--- src/rtl/macload_csr_arbiter.sv ---
// Arbitrates the single CSR write port between queued A- and W-address updates.
// Optional NN_ARB_FIXED_PRIO_EN: A always wins contention (no round-robin state).
module macload_csr_arbiter #(
  parameter int          PEND_DEPTH = 4,
  parameter logic [11:0] CSR_A_ADDR = 12'h7C0,
  parameter logic [11:0] CSR_W_ADDR = 12'h7C1,
  localparam int         PW         = $clog2(PEND_DEPTH + 1)
) (
  input  logic          clk_i,
  input  logic          rst_i,
  input  logic          update_a_i,
  input  logic          update_w_i,
  input  logic          ex_valid_i,
  input  logic          sw_csr_we_i,
  input  logic [11:0]   sw_csr_addr_i,
  output logic          grant_a_o,
  output logic          grant_w_o,
  output logic [1:0]    csr_op_o,
  output logic [11:0]   csr_address_o,
  output logic [PW-1:0] a_pend_o,
  output logic [PW-1:0] w_pend_o,
  output logic          stall_o,
  output logic          ovf_o
);
  localparam logic [1:0]    CSR_OP_NONE  = 2'b00;
  localparam logic [1:0]    CSR_OP_WRITE = 2'b01;
  localparam logic [PW-1:0] FULL         = PW'(PEND_DEPTH);

  logic [PW-1:0] a_pend_q, a_pend_d, w_pend_q, w_pend_d;
  logic          ovf_q, ovf_d;
  logic          req_a, req_w, grant_a, grant_w;
  logic          flush_a, flush_w, drop_a, drop_w;
`ifndef NN_ARB_FIXED_PRIO_EN
  logic          rr_q, rr_d;
`endif

  assign req_a   = update_a_i & ex_valid_i;
  assign req_w   = update_w_i & ex_valid_i;
  assign flush_a = sw_csr_we_i & (sw_csr_addr_i == CSR_A_ADDR);
  assign flush_w = sw_csr_we_i & (sw_csr_addr_i == CSR_W_ADDR);

  // A software write owns the port, so no queued update may be granted that cycle.
  always_comb begin
    grant_a = 1'b0;
    grant_w = 1'b0;
    if (!sw_csr_we_i) begin
      if (a_pend_q != '0 && w_pend_q != '0) begin
`ifdef NN_ARB_FIXED_PRIO_EN
        grant_a = 1'b1;
`else
        grant_w = rr_q;
        grant_a = ~rr_q;
`endif
      end else if (a_pend_q != '0) begin
        grant_a = 1'b1;
      end else if (w_pend_q != '0) begin
        grant_w = 1'b1;
      end
    end
  end

  // A flush replaces the queue with this cycle's request, so that request is never dropped.
  always_comb begin
    drop_a   = req_a & (a_pend_q == FULL) & ~grant_a & ~flush_a;
    drop_w   = req_w & (w_pend_q == FULL) & ~grant_w & ~flush_w;
    a_pend_d = flush_a ? PW'(req_a)
                       : a_pend_q + PW'(req_a & ~drop_a) - PW'(grant_a);
    w_pend_d = flush_w ? PW'(req_w)
                       : w_pend_q + PW'(req_w & ~drop_w) - PW'(grant_w);
    ovf_d    = ovf_q | drop_a | drop_w;
`ifndef NN_ARB_FIXED_PRIO_EN
    rr_d = rr_q;
    if (grant_a) rr_d = 1'b1;
    if (grant_w) rr_d = 1'b0;
`endif
  end

  always_ff @(posedge clk_i) begin
    if (rst_i) begin
      a_pend_q <= '0;
      w_pend_q <= '0;
      ovf_q    <= 1'b0;
`ifndef NN_ARB_FIXED_PRIO_EN
      rr_q     <= 1'b0;
`endif
    end else begin
      a_pend_q <= a_pend_d;
      w_pend_q <= w_pend_d;
      ovf_q    <= ovf_d;
`ifndef NN_ARB_FIXED_PRIO_EN
      rr_q     <= rr_d;
`endif
    end
  end

  // Outputs are held at zero for the whole reset cycle, before state has cleared.
  always_comb begin
    grant_a_o     = grant_a & ~rst_i;
    grant_w_o     = grant_w & ~rst_i;
    csr_op_o      = (grant_a_o | grant_w_o) ? CSR_OP_WRITE : CSR_OP_NONE;
    csr_address_o = grant_a_o ? CSR_A_ADDR : (grant_w_o ? CSR_W_ADDR : 12'h000);
    a_pend_o      = rst_i ? '0 : a_pend_q;
    w_pend_o      = rst_i ? '0 : w_pend_q;
    stall_o       = ~rst_i & ((a_pend_q == FULL) | (w_pend_q == FULL));
    ovf_o         = ~rst_i & ovf_q;
  end
endmodule
--- config.mk ---
export PLATFORM = sky130hd
export DESIGN_NAME = macload_csr_arbiter
export DESIGN_NICKNAME = d
export VERILOG_FILES = /design/src/rtl/macload_csr_arbiter.sv
export SDC_FILE = /design/constraint.sdc
export NUM_CORES = 1
export LEC_CHECK = 0
export CORE_AREA = 2 2 55 42
export CTS_BUF_LIST = sky130_fd_sc_hd__clkbuf_8
export DETAILED_ROUTE_END_ITERATION = 10
export DIE_AREA = 0 0 57 44
export HOLD_SLACK_MARGIN = 0.05
export PLACE_DENSITY = 0.78
export SLEW_MARGIN = 0
export SYNTH_ARGS = -nofsm -noshare
export SYNTH_HDL_FRONTEND = slang
export SYNTH_SLANG_ARGS = --single-unit
--- constraint.sdc ---
create_clock -name clk_i -period 3.55 [get_ports clk_i]
set_clock_uncertainty 0.2 [all_clocks]
set_input_delay 0.71 -clock clk_i [delete_from_list [all_inputs] [get_ports clk_i]]
set_output_delay 0.71 -clock clk_i [all_outputs]
set_load 0.005 [all_outputs]
==> impl_metrics.tcl, run 1 <==
set metrics [dict create \
    post-route-min-period_ns 3.263 \
    drt-total-wl_um 1540 \
    cts_tree "built" \
    netlist_area_sq_um 715.7 \
    synthCells 87 \
    p_switching_mw 0.2355 \
    cp_slowest_cell "clkdlybuf4s50_1" \
    grt_busiest_layer "met2" \
    final_nets 144 \
    dpl-instance-area_sq_um 1036 \
    critPathLaunchType "input port" \
    viasPerCell 4.853 \
    fmax_ghz 0.3065 \
    clockBufferDepth 2 \
    arrival_ns 3.17 \
    end_kind "flop" \
    htreeDepth 1 \
    grt_first_pass_wirelength_um 2442 \
    syn_to_final_growth_pct 50.52 \
    ctsResizeCount 0 \
    outcome "complete, no violations" \
    gr-usage-all-layers 0.1257 \
    setup_viol 0 \
    cts_sinks 8 \
    ys_seq_area_frac 0.2238 \
    preCtsSetupSlack_ns 0.04752 \
    antenna_found_initial 0 \
    grt_pass1_vias 626 \
    report.final.slew_viol_count 0 \
    dieArea_sq_um 2508 \
    drive_gt1_frac 0.09244 \
    grt_use_met3 0.02985 \
    num_vias 694 \
    synth_warnings 0 \
    rrSetupSlack_ns 0.84 \
    clockRootBuffer "clkbuf_8" \
    port_buffers 34 \
    holdCritPathClass "flop to flop" \
    path_cells "clkdlybuf4s50_1 > nor4b_1 > nand4_1 > a21bo_2 > ha_1 > inv_1 > ha_1 > inv_1 > fa_1 > xor2_1 > xnor2_1 > nor3_1" \
    fin_area_sq_um 1077 \
    drcViolationCount 0 \
    clk_latency_ns 0.22 \
    drt-pass1-iter-count 4 \
    rows 14 \
    ir_drop_v 0.0003149 \
    drt_iter0_markers 4 \
    numCtsBuffers 3 \
    path_delay_family "adder cells" \
    place_congestion 0.7523 \
    io_pins 42 \
    die_x_um 57 \
    path_buf_inv 3 \
    finalHoldViolCount 0 \
    use_met1 0.1436 \
    fillers 193 \
    crit_path_max_incr_delay_ns 0.47 \
    grt_overflow 0 \
    drtAntennaViolNets 0 \
    intPower_mw 0.4295 \
    worst_ep_required_time_ns 3.45 \
    hpwl_um 1279 \
    synth_seq_cells 8 \
    pwr-share-seq 0.265 \
    post_cts_buffers 0 \
    diodes 0 \
    setup_ws_ns 0.2868 \
    start_util 0.3584 \
    final.period_utilization 0.9192 \
    fin_tns_setup_ns 0 \
    met2_usage 0.2253 \
    clkTransAtPathRegs_ns 0.04 \
    rsz0062_at_grt "no" \
    hold_buffers 0 \
    p_clk_frac 0.160 \
    synth_area_per_cell_sq_um 8.226 \
    coreArea_sq_um 1997 \
    die_h_um 44 \
    grt_start_max_net_pins 20 \
    yosysUniqueCellTypes 33 \
    max_cap_violations 0 \
    path_max_fanout 2 \
    crit_type "input port to flop" \
    power_switching_share 0.3542 \
    drt-wirelength-per-cell_um 10.77 \
    p_leak_nw 0.4455 \
    pwr-share-comb 0.575 \
    p_per_area_nw_per_um2 617.4 \
]
==> cell usage in the layout, fill, tap and decap left out, types with 3 or more instances in the layout <==
cell type	count
dfxtp_1	8
inv_1	5
ha_1	3
conb_1	7
clkdlybuf4s50_1	34
a21oi_1	4
nor3_1	6
buf_4	4
clkbuf_8	3
nor2_1	6
nor2b_1	8
==> area by class of cell <==
cell class	instances	area, sq um	area share
inverters	5	18.77	0.01742
well taps	24	30.03	0.02787
multi-input cells	65	456.7	0.4239
repair buffers	38	370.4	0.3438
flip-flops and latches	8	160.2	0.1487
clock buffers	3	41.29	0.03833
==> power by group through the flow <==
stage | clock [mW] | combinational, mW | sequential, mW
after floorplan | 0 | 0.264 | 0.165
after global placement | 0 | 0.374 | 0.175
after detailed placement | 0 | 0.386 | 0.178
after CTS | 0.109 | 0.388 | 0.178
after global routing | 0.115 | 0.435 | 0.185
final | 0.106 | 0.382 | 0.177
==> worst paths after layout <==
kind                          startpoint                      to  cells after the start
setup / recovery             sw_csr_we_i  a_pend_q[2]$_SDFF_PP0_                     12
hold / removal          ovf_q$_SDFF_PP0_        ovf_q$_SDFF_PP0_                      2
setup reg to reg  a_pend_q[2]$_SDFF_PP0_  a_pend_q[2]$_SDFF_PP0_                     11
hold reg to reg         ovf_q$_SDFF_PP0_        ovf_q$_SDFF_PP0_                      2
==> state kept, by name, indices dropped and copies added (netlist names) <==
register / flops
a_pend_q: 3
w_pend_q: 3
ovf_q: 1
rr_q: 1
==> cell usage after synthesis <==
master    count  area [sq um]
and4b_1       1         10.01
nand2_1       2         7.510
conb_1        1         3.750
o21ai_0       2         10.01
buf_4        12         90.09
ha_1          3         37.54
a31oi_1       1         6.260
mux2i_1       2         20.02
and2_1        2         12.51
fa_1          2         40.04
or3_1         2         12.51
clkbuf_1      2         7.510
nor4b_1       2         17.52
o211ai_1      1         7.510
a21oi_1       4         20.02
or3b_2        1         8.760
xnor2_1       2         17.52
and4bb_2      1         12.51
nor3b_1       1         7.510
xor2_1        2         17.52
o211ai_2      1         12.51
or4b_1        1         10.01
nand4_1       1         6.260
nor2b_1       8         50.05
a21bo_2       1         10.01
and4_1        1         8.760
dfxtp_1       8         160.2
nor2_1        6         22.52
inv_1         5         18.77
o31ai_1       1         7.510
buf_2         1         5.000
a211oi_1      1         7.510
nor3_1        6         30.03
==> stage by stage <==
stage	cells	utilization	power [mW]	hold WS (ns)
floorplan	93	-	0.4297	0.2638
global placement	140	0.5188	0.5492	0.2910
detailed placement	140	0.5188	0.5638	0.3007
CTS	143	0.5395	0.6742	0.3180
global route	143	0.5395	0.7344	0.3389
finish	143	0.5395	0.6651	0.3104
==> worst min-delay path: cells and delay by family, from the launching register on <==
family	cells	cell delay [ns]
compound gates	2	0.15
flops	1	0.32
==> cell families (layout without fill, tap and decap cells) <==
group	count (synthesis)	in the layout	synth area share
xor gates and xnor gates	4	4	0.04896
and+or+nand+nor	35	35	0.3025
muxes	2	2	0.02797
AOI/OAI and AO/OA	12	12	0.1137
adders and majority gates	5	5	0.1084
buffers and inverters	20	46	0.1696
other	1	7	0.005240
DFF	8	8	0.2238
==> routing by layer <==
layer  vias to the layer above  part of all wire
met4                         0             0.011
met1                       306              0.42
met3                         2             0.088
met5                         -                 0
met2                        38              0.48
li1                        348                 -
Power figures use the tool's default switching activity.
==> run 2: changes to the inputs <==
--- a/config.mk
+++ b/config.mk
@@ -9,9 +9,10 @@
 export CTS_BUF_LIST = sky130_fd_sc_hd__clkbuf_8
 export DETAILED_ROUTE_END_ITERATION = 10
 export DIE_AREA = 0 0 57 44
+export GPL_ROUTABILITY_DRIVEN = 0
 export HOLD_SLACK_MARGIN = 0.05
 export PLACE_DENSITY = 0.78
-export SLEW_MARGIN = 0
+export SLEW_MARGIN = 20
 export SYNTH_ARGS = -nofsm -noshare
 export SYNTH_HDL_FRONTEND = slang
 export SYNTH_SLANG_ARGS = --single-unit
==> results of run 2 <==
No change in the layout: final DEF, timing and power equal those of run 1.
==> run 3: changes to the inputs <==
--- a/config.mk
+++ b/config.mk
@@ -5,13 +5,13 @@
 export SDC_FILE = /design/constraint.sdc
 export NUM_CORES = 1
 export LEC_CHECK = 0
-export CORE_AREA = 2 2 55 42
+export CORE_AREA = 2 2 63 47
 export CTS_BUF_LIST = sky130_fd_sc_hd__clkbuf_8
 export DETAILED_ROUTE_END_ITERATION = 10
-export DIE_AREA = 0 0 57 44
+export DIE_AREA = 0 0 65 49
 export GPL_ROUTABILITY_DRIVEN = 0
 export HOLD_SLACK_MARGIN = 0.05
-export PLACE_DENSITY = 0.78
+export PLACE_DENSITY = 0.62
 export SLEW_MARGIN = 20
 export SYNTH_ARGS = -nofsm -noshare
 export SYNTH_HDL_FRONTEND = slang
==> impl_metrics.tcl, run 3 (same netlist as run 1, synthesis figures left out) <==
set metrics [dict create \
    outcome "complete, no violations" \
    die_h_um 49 \
    report.final.slew_viol_count 0 \
    port_buffers 34 \
    cts_sinks 8 \
    reg2regPathDepth 11 \
    crit_type "input port to flop" \
    drt_iter0_markers 6 \
    crit_start "sw_csr_we_i" \
    drive_gt1_frac 0.1000 \
    dieArea_sq_um 3185 \
    path_max_fanout 2 \
    htreeDepth 1 \
    cts_tree "built" \
    end_kind "flop" \
    gr-usage-all-layers 0.1145 \
    clockBufferDepth 2 \
    drcViolationCount 0 \
    drt-wirelength-per-cell_um 10.46 \
    arrival_ns 3.24 \
    grt_start_max_net_pins 11 \
    finalHoldViolCount 0 \
    post-route-min-period_ns 3.291 \
    grt_busiest_layer "met2" \
    numCtsBuffers 3 \
    drt-total-wl_um 1631 \
    clkTransAtPathRegs_ns 0.04 \
    p_per_area_nw_per_um2 609.9 \
    rsz0062_at_grt "no" \
    setup_viol 0 \
    start_util 0.2729 \
    final_nets 145 \
    coreArea_sq_um 2623 \
    critPathLaunchType "input port" \
    hold_buffers 0 \
    final_common_cell "clkdlybuf4s50_1" \
    postLayoutCoreUtil 0.4194 \
    num_vias 688 \
    whs_path_depth 2 \
    clockRootBuffer "clkbuf_8" \
    grt_overflow 0 \
    p_leak_nw 0.4503 \
    ir_drop_v 0.0001629 \
    grt_first_pass_wirelength_um 2856 \
    rrSetupSlack_ns 0.81 \
    grt_use_met3 0.04388 \
    worst_ep_required_time_ns 3.50 \
    r2r_end "a_pend_q[2]$_SDFF_PP0_" \
    antenna_found_initial 0 \
    use_met1 0.1469 \
    fin_tns_setup_ns 0 \
    die_x_um 65 \
    final.period_utilization 0.9270 \
    clk_latency_ns 0.22 \
    syn_to_final_growth_pct 53.67 \
    r2r-start "a_pend_q[2]$_SDFF_PP0_" \
    holdPathEnd "ovf_q$_SDFF_PP0_" \
    viasPerCell 4.410 \
    drt-pass1-iter-count 4 \
    reg_top3 "a_pend_q x3, w_pend_q x3" \
    holdCritPathClass "flop to flop" \
    post_cts_buffers 0 \
    drtAntennaViolNets 0 \
    final_cell_mix "clkdlybuf4s50_1 (34), nor2b_1 (8), dfxtp_1 (8), conb_1 (7)" \
    ctsResizeCount 0 \
    fmax_ghz 0.3039 \
    rows 16 \
    min-delay-start "ovf_q$_SDFF_PP0_" \
    diodes 0 \
    io_pins 42 \
    max_cap_violations 0 \
    grt_pass1_vias 671 \
    hpwl_um 1437 \
    met2_usage 0.1787 \
]
==> run 3: per-stage QoR <==
stage,cell area [sq um],instances,hold slack [ns],power (mW),setup WS (ns)
finish,1100,156,0.3068,0.6708,0.2592
global placement,1059,153,0.2917,0.5579,0.1223
CTS,1100,156,0.3025,0.6828,0.2432
detailed placement,1059,153,0.2977,0.5721,0.01740
global route,1100,156,0.3356,0.7411,0.02395
floorplan,738.2,93,0.2638,0.4297,0.5621
==> run 3: cell type report <==
cell class | count | area (sq um)
fill | 267 | 1523
multi-input combinational | 65 | 456.7
timing repair buffer | 39 | 377.9
sequential | 8 | 160.2
tap | 36 | 45.04
clock buffer | 3 | 41.29
inverter | 5 | 18.77
==> run 3: critical path, cell delays in order <==
cell and delay [ns]:
clkdlybuf4s50_1 0.51, nor4b_1 0.32, nand4_1 0.17, a21bo_2 0.24, ha_1 0.27, inv_1 0.06, ha_1 0.13, inv_1 0.04
fa_1 0.36, xor2_1 0.16, xnor2_1 0.13, nor3_1 0.12
==> run 3: worst max path at each step <==
stage	end	slack [ns]
floorplan	a_pend_q[2]$_SDFF_PP0_	0.56
global placement	a_pend_q[2]$_SDFF_PP0_	0.12
detailed placement	a_pend_q[2]$_SDFF_PP0_	0.02
CTS	a_pend_q[2]$_SDFF_PP0_	0.24
global route	a_pend_q[2]$_SDFF_PP0_	0.02
finish	a_pend_q[2]$_SDFF_PP0_	0.26
==> run 3: layer usage <==
| metal | wire (um) | share of wire |
|---|---|---|
| met2 | 689 | 0.42 |
| met4 | 5 | 0.0031 |
| met1 | 782 | 0.48 |
| met3 | 154 | 0.094 |
| met5 | 0 | 0 |
==> run 3: power by group <==
part / switching (mW) / internal (mW)
Combinational: 0.158 / 0.230
Clock: 0.0336 / 0.0733
Sequential: 0.0484 / 0.128
Total: 0.240 / 0.431
